File: src/rtl/rgb_stream_to_rgba_framer.sv
// rgb_stream_to_rgba_framer
// Turns a packetised 24-bit RGB stream into frame-aligned 32-bit RGBA pixels
// with raster position. Frames whose geometry disagrees with IMG_W x IMG_H,
// or that are gated off by enable at their SOP, never reach the sink as
// complete images. Bad frames are counted in err_count and raise err_flag.
//
// Handshake: a beat is transferred when sink_valid & sink_ready in the same
// cycle (ready latency 0). sink_ready is low only while reset is high, so the
// block never back-pressures the source. out_valid is a one-cycle strobe with
// no ready; every output is registered one cycle behind the beat it reports.
module rgb_stream_to_rgba_framer #(
  parameter int           IMG_W = 320,
  parameter int           IMG_H = 240,
  parameter logic [7:0]   ALPHA = 8'hFF,
  parameter int           DIM_W = 16
) (
  input  logic             clk,
  input  logic             reset,
  input  logic [23:0]      sink_data,
  input  logic             sink_startofpacket,
  input  logic             sink_endofpacket,
  input  logic             sink_valid,
  output logic             sink_ready,
  input  logic             enable,
  input  logic             err_clear,
  output logic [31:0]      out_data,
  output logic             out_valid,
  output logic [DIM_W-1:0] out_img_width,
  output logic [DIM_W-1:0] out_img_height,
  output logic             frame_start,
  output logic             frame_done,
  output logic [DIM_W-1:0] pix_x,
  output logic [DIM_W-1:0] pix_y,
  output logic             err_flag,
  output logic [7:0]       err_count,
  output logic [15:0]      frame_count,
  output logic             dbg_state
);

  typedef enum logic {
    SEEK   = 1'b0,
    ACTIVE = 1'b1
  } state_t;

  localparam logic [DIM_W-1:0] X_LAST = DIM_W'(IMG_W - 1);
  localparam logic [DIM_W-1:0] Y_LAST = DIM_W'(IMG_H - 1);

  state_t           state_q, state_d;
  logic [DIM_W-1:0] x_q, x_d;
  logic [DIM_W-1:0] y_q, y_d;
  logic [31:0]      data_q, data_d;
  logic             valid_q, valid_d;
  logic             fs_q, fs_d;
  logic             fd_q, fd_d;
  logic [DIM_W-1:0] px_q, px_d;
  logic [DIM_W-1:0] py_q, py_d;
  logic             eflag_q, eflag_d;
  logic [7:0]       ecnt_q, ecnt_d;
  logic [15:0]      fcnt_q, fcnt_d;
  logic             beat;
  logic             err_ev;

  assign sink_ready     = ~reset;
  assign beat           = sink_valid & sink_ready;
  assign out_img_width  = DIM_W'(IMG_W);
  assign out_img_height = DIM_W'(IMG_H);
  assign out_data       = data_q;
  assign out_valid      = valid_q;
  assign frame_start    = fs_q;
  assign frame_done     = fd_q;
  assign pix_x          = px_q;
  assign pix_y          = py_q;
  assign err_flag       = eflag_q;
  assign err_count      = ecnt_q;
  assign frame_count    = fcnt_q;
  assign dbg_state      = state_q;

  // Next-state: frame tracking, pixel emission and error detection per beat
  always_comb begin
    state_d = state_q;
    x_d     = x_q;
    y_d     = y_q;
    data_d  = data_q;
    valid_d = 1'b0;
    fs_d    = 1'b0;
    fd_d    = 1'b0;
    px_d    = px_q;
    py_d    = py_q;
    err_ev  = 1'b0;
    if (beat) begin
      if (sink_startofpacket) begin
        // An SOP inside an active frame kills that frame, then restarts.
        if (state_q == ACTIVE) err_ev = 1'b1;
        state_d = SEEK;
        x_d     = '0;
        y_d     = '0;
        if (enable) begin
          valid_d = 1'b1;
          fs_d    = 1'b1;
          data_d  = {sink_data, ALPHA};
          px_d    = '0;
          py_d    = '0;
          if (sink_endofpacket) begin
            err_ev = 1'b1;
          end else begin
            state_d = ACTIVE;
            x_d     = DIM_W'(1);
          end
        end
      end else if (state_q == ACTIVE) begin
        valid_d = 1'b1;
        data_d  = {sink_data, ALPHA};
        px_d    = x_q;
        py_d    = y_q;
        if (x_q == X_LAST && y_q == Y_LAST) begin
          state_d = SEEK;
          x_d     = '0;
          y_d     = '0;
          if (sink_endofpacket) fd_d = 1'b1;
          else                  err_ev = 1'b1;
        end else if (sink_endofpacket) begin
          state_d = SEEK;
          x_d     = '0;
          y_d     = '0;
          err_ev  = 1'b1;
        end else if (x_q == X_LAST) begin
          x_d = '0;
          y_d = y_q + DIM_W'(1);
        end else begin
          x_d = x_q + DIM_W'(1);
        end
      end
    end
  end

  // Next-state: sticky error flag, saturating error count, good-frame count
  always_comb begin
    eflag_d = eflag_q;
    ecnt_d  = ecnt_q;
    fcnt_d  = fcnt_q + {15'd0, fd_d};
    if (err_ev) begin
      eflag_d = 1'b1;
      if (err_clear)             ecnt_d = 8'd1;
      else if (ecnt_q != 8'hFF)  ecnt_d = ecnt_q + 8'd1;
    end else if (err_clear) begin
      eflag_d = 1'b0;
      ecnt_d  = 8'd0;
    end
  end

  // State and output registers with synchronous reset
  always_ff @(posedge clk) begin
    if (reset) begin
      state_q <= SEEK;
      x_q     <= '0;
      y_q     <= '0;
      data_q  <= '0;
      valid_q <= 1'b0;
      fs_q    <= 1'b0;
      fd_q    <= 1'b0;
      px_q    <= '0;
      py_q    <= '0;
      eflag_q <= 1'b0;
      ecnt_q  <= '0;
      fcnt_q  <= '0;
    end else begin
      state_q <= state_d;
      x_q     <= x_d;
      y_q     <= y_d;
      data_q  <= data_d;
      valid_q <= valid_d;
      fs_q    <= fs_d;
      fd_q    <= fd_d;
      px_q    <= px_d;
      py_q    <= py_d;
      eflag_q <= eflag_d;
      ecnt_q  <= ecnt_d;
      fcnt_q  <= fcnt_d;
    end
  end

endmodule

File: config.mk
export PLATFORM = sky130hd
export DESIGN_NAME = rgb_stream_to_rgba_framer
export DESIGN_NICKNAME = d
export VERILOG_FILES = /design/src/rtl/rgb_stream_to_rgba_framer.sv
export SDC_FILE = /design/constraint.sdc
export NUM_CORES = 1
export LEC_CHECK = 0
export ABC_AREA = 1
export BUFFER_PORTS_ARGS = -buffer_cell sky130_fd_sc_hd__buf_2
export CAP_MARGIN = 20
export CORE_MARGIN = 2
export CORE_UTILIZATION = 52
export DETAILED_ROUTE_END_ITERATION = 12
export PLACE_DENSITY = 0.8
export SLEW_MARGIN = 25
export SYNTH_ARGS = -nofsm -noshare
export SYNTH_HDL_FRONTEND = slang
export SYNTH_SLANG_ARGS = --single-unit
File: constraint.sdc
create_clock -name clk -period 4 [get_ports clk]
set_clock_uncertainty 0.05 [all_clocks]
set_input_delay 0.8 -clock clk [delete_from_list [all_inputs] [get_ports clk]]
set_output_delay 0.8 -clock clk [all_outputs]
set_load 0.01 [all_outputs]
# Word level (Yosys, flattened, before mapping)

Cells that the tools add are included.

Bits in registers: 125
Output and inout bits: 126
Logic and storage cells: 80

Add/subtract/negate cells: 4
Equality and inequality tests: 4
Multiplexer cells: 45
Bitwise gates (word level): 4
Reduce and logical (&&, ||, !) cells: 11

Operators with widths:

| kind                  | number |
|---|---|
| $mux 16               | 15 |
| $mux 32               | 3 |
| $add 16x1->16 const B | 2 |
| $mux 8                | 4 |
| $mux 1                | 23 |
| $add 16x1->16         | 1 |
| $eq 16x8->1 const B   | 1 |
| $eq 16x9->1 const B   | 1 |
| $add 8x1->8 const B   | 1 |
| $ne 8x8->1 const B    | 1 |
| $reduce_and 3->1      | 2 |
| $reduce_bool 2->1     | 3 |
| $reduce_and 2->1      | 2 |
| $reduce_bool 4->1     | 1 |
| $not 1->1             | 3 |
| $reduce_or 3->1       | 1 |
| $ne 2x1->1 const B    | 1 |
| $reduce_or 2->1       | 1 |
| $and 1x1->1           | 1 |
| $logic_and 1x1->1     | 1 |

# Logic depth before layout (Yosys ltp)

Depth after elaboration: 8
Gate-level depth with buffers: 19

# Worst setup path before layout

No wires, ideal clock.

Path type: register to register
Start: register y_q[0]
End: register fcnt_q[14] (netlist: frame_count[14])
Arrival: 2.698 ns
Required time: 3.831 ns
Path slack: 1.133 ns
Stages on the path, launching flop included: 20
Path buffers: 0
Period minus slack after synthesis: 2.867 ns
Cell sequence: dfxtp_1 -> ha_1 -> nand2_1 -> nor2_4 -> nand3_1 -> nor2_1 -> nand3_1 -> inv_1 -> ha_1 -> nand2_1 -> nor2_1 -> ha_1 -> ha_1 -> nand2_1 -> inv_1 -> nand2_1 -> nor3_1 -> nand2_1 -> o21ai_0 -> a21oi_1

Cells in the longest elaborated chain, start to end: 7

RTL lines:

| element                | RTL line | text |
|---|---|---|
| from (decl)            | 50       | `logic [DIM_W-1:0] y_q, y_d;` |
| from (signal assigned) | 169      | `y_q <= y_d;` |
| $eq 16x8->1            | 115      | `if (x_q == X_LAST && y_q == Y_LAST) begin` |
| $logic_and 1x1->1      | 115      |  |
| $mux 1                 | 115      |  |
| $mux 1                 | 110      | `end else if (state_q == ACTIVE) begin` |
| $mux 1                 | 91       | `if (sink_startofpacket) begin` |
| $mux 1                 | 90       | `if (beat) begin` |
| named net fd_d         | 54       | `logic fd_q, fd_d;` |
| $add 16x1->16          | 140      | `fcnt_d = fcnt_q + {15'd0, fd_d};` |
| to (signal assigned)   | 178      | `fcnt_q <= fcnt_d;` |
| to (decl)              | 59       | `logic [15:0] fcnt_q, fcnt_d;` |

The timed path passes the listed nets, and every way through them passes these cells.
A chain may end at the register's enable or synchronous reset.

# Worst setup path after layout

Start: register y_q[0]
End: register fcnt_q[12] (netlist: frame_count[12])

Same word-level chain as after synthesis.

==> impl_metrics.toml <==
[placed_design]
place.port_buffers = 124
placedCellCount = 999
place.gp.congestion = 0.883
dpl.hpwl_um = 8680

[cts]
clock_tree_from_tritoncts = "yes"
cts_buffers = 17
clockBufferDepth = 2
cts_setup_buffers = 0
tritoncts_num_sinks = 118
post_cts.resized_instances = 0
worstSkewPairLatency_ps = 520
clock_tree.root_cell = "clkbuf_8"
cts_hold_repair.buffers = 0
htreeDepth = 4
clk_pin_slew_worst_paths_ps = 60

[global_route]
track_usage_pct = 22.4
grt_antenna_before_repair = 0
grt.overflow.total = 0
first_pass_grt_wire_length_um = 20900
first_global_vias = 4613
grt_start_max_net_pins = 71

[route]
dr_total_vias = 5190
routed_via_density = 5.04
wirelength_um = 12800
avgRoutedWirePerCell_um = 12.4
antenna_violating_nets_post_route = 0
drt_first_pass_iters = 5
drt_drc_violations_left = 0
number_of_drc_markers_after_the_initial_detailed_route_iteration = 333

[floorplanning]
placementRows = 37
dieArea_um2 = 11600
core_um2 = 10400
top_ports = 157
initial_utilization_pct = 53.8
floorplan.die.height_um = 108
die_w_um = 108

[timing]
maxClockFrequency_mhz = 291
setup_repair_after_global_routing_missed_its_margin = "no"
hold_violations = 0
final_min_period_over_clock_period_pct = 85.9
final_report_setup_violation_count = 0
setup_total_negative_slack_ps = 0
maxSlewViolCount = 0
slew_headroom_pct = 41.7
timing_worst_slew_pin_value_ps = 874
layout_min_cycle_time_ps = 3440

[finish]
diodes = 0
fin_cells = 1030
layout-drive-gt1-share_pct = 20.4
filler_cell_count_in_the_final_layout = 964
area_added_between_synthesis_and_finish_pct = 18.2
nNetsFinal = 920

[pwr]
clock_power_share_pct = 51.0
power.switching_uw = 661
pwr-share-comb_pct = 6.2
intPower_uw = 2170
leakage_uw = 0.00301
vdd_drop_max_uv = 250
sequentialPowerShare_pct = 42.8
power.density_nw_per_um2 = 427
netSwitchingFraction_pct = 23.3

[synth]
synth.yosys.warnings = 0
synth_largest_area_cell = "dfxtp_1"
post_synth_main_area_contributors = "dfxtp_1 42%, nor2_1 10%, nand2_1 6.8%"
syn-instance-count = 777
syn_avg_cell_area_um2 = 7.22
yosys_top_cell_area_share_pct = 42.1
yosys.cell_types.count = 43
synth.cell_area_um2 = 5610
yosys_register_bits = 118
seq_area_frac_synth_pct = 42.1

[min_path]
hold_class = "reg -> reg"

[worst_setup_path]
cp_data_arrival_time_ps = 3770
regToRegSetupSlack_ps = 560
path_class = "reg -> reg"
timing.critical_path.required_ps = 4330
end_kind = "flop"
setup.worst_path.start_class = "flop"
crit_path_max_fanout = 7

[run]
maxCapViolCount = 0

[run_status]
status = "finished clean"
==> through the flow <==
stage | setup WS (ps) | power [µW] | util [%] | instance area (µm²) | hold WS, ps
floorplan | 1130 | 1380 | - | 5720 | 417
global placement | 803 | 1410 | 58.2 | 6060 | 395
detailed placement | 676 | 1410 | 58.2 | 6060 | 391
CTS | 561 | 2870 | 63.7 | 6630 | 405
global route | 205 | 2940 | 63.7 | 6630 | 419
finish | 563 | 2830 | 63.7 | 6630 | 398
==> worst paths after layout <==
check | from | to | cells past startpoint
min | err_flag | err_flag | 2
max | y_q[0] | frame_count[12] | 18
min reg2reg | err_flag | err_flag | 2
max reg2reg | y_q[0] | frame_count[12] | 18
==> cell usage after synthesis <==
cell type / instances
nor2_4: 1
a21oi_4: 1
or2_2: 2
inv_6: 1
dfxtp_1: 118
clkbuf_1: 14
nand2_4: 3
nor3_1: 13
o21ai_0: 74
o21bai_1: 1
nor3_2: 2
a21oi_1: 70
o311ai_0: 1
clkbuf_2: 1
conb_1: 2
o21ai_2: 1
xnor2_1: 2
nand2_2: 3
nand3b_1: 1
nor3b_2: 1
a31oi_1: 2
inv_1: 59
xor2_1: 7
nor2_1: 156
o21a_1: 1
o22ai_1: 2
inv_2: 4
buf_6: 5
buf_1: 2
nand2_1: 101
a211oi_1: 1
nor3b_1: 3
buf_4: 46
buf_2: 2
nand4_1: 12
ha_1: 7
a21oi_2: 2
a31o_2: 1
and2_1: 1
nor4_1: 1
nand3_1: 46
nor2_2: 3
nand3_4: 1
==> logic make-up after synthesis <==
kind of cell	synth area share [%]
and+or+nand+nor	27.1
AOI/OAI and AO/OA	14.8
buffers and inverters	12.9
DFF	42.1
xor gates and xnor gates	1.41
adders and majority gates	1.56
other	0.134
==> cell type report <==
class                           count  area (µm²)  share of cell area (%)
Inverter                           64         245                    3.70
Sequential cell                   118        2360                    35.6
Tap cell                          136         170                    2.57
Timing Repair Buffer              126         636                    9.59
Multi-Input combinational cell    555        2650                    39.9
Clock inverter                     11         126                    1.91
Clock buffer                       20         445                    6.72
==> state kept, by name, indices dropped and copies added, names as in the netlist <==
register	flops
out_data	25
frame_count	16
pix_x	16
pix_y	16
x_q	16
y_q	16
err_count	8
dbg_state	1
err_flag	1
frame_done	1
frame_start	1
out_valid	1
==> worst max-delay path, stage by stage (launching register included) <==
cell	delay (ps)
dfxtp_1	420
ha_1	200
nand2_1	130
nor2_4	180
nand3_1	90
nor2_1	110
nand3_1	160
inv_1	100
ha_1	140
nand2_1	70
nor2_1	120
ha_1	170
ha_1	160
nand2_1	60
inv_1	80
nand2_1	90
nor3_1	570
nand4_1	190
nor3b_1	190
==> layout by cell type, fill, tap and decap left out, drive strengths merged, types with 4 or more instances in the layout <==
cell type	instances
nand3	47
nand4	12
clkbuf	20
nor3	15
clkinv	4
conb	32
a21oi	73
o21ai	75
inv	65
nand2	107
ha	7
nor2	160
nor3b	4
dfxtp	118
buf	126
clkinvlp	4
xor2	7
==> metal layers <==
layer  vias up  wire length, µm  GRT usage, %
li1       2670                -             -
met1      2299             5920          29.2
met2       202             5610          34.6
met3        19             1020          7.45
met4         0              197          8.06
met5         -                0             0
==> power by group through the flow <==
stage	Combinational (µW)	Clock (µW)	Sequential (µW)
2_1_floorplan	133	0	1250
3_3_place_gp	175	0	1240
3_5_place_dp	176	0	1240
4_1_cts	177	1480	1210
5_1_grt	197	1530	1220
6_report	176	1440	1210
(Power assumes the default switching activity.)
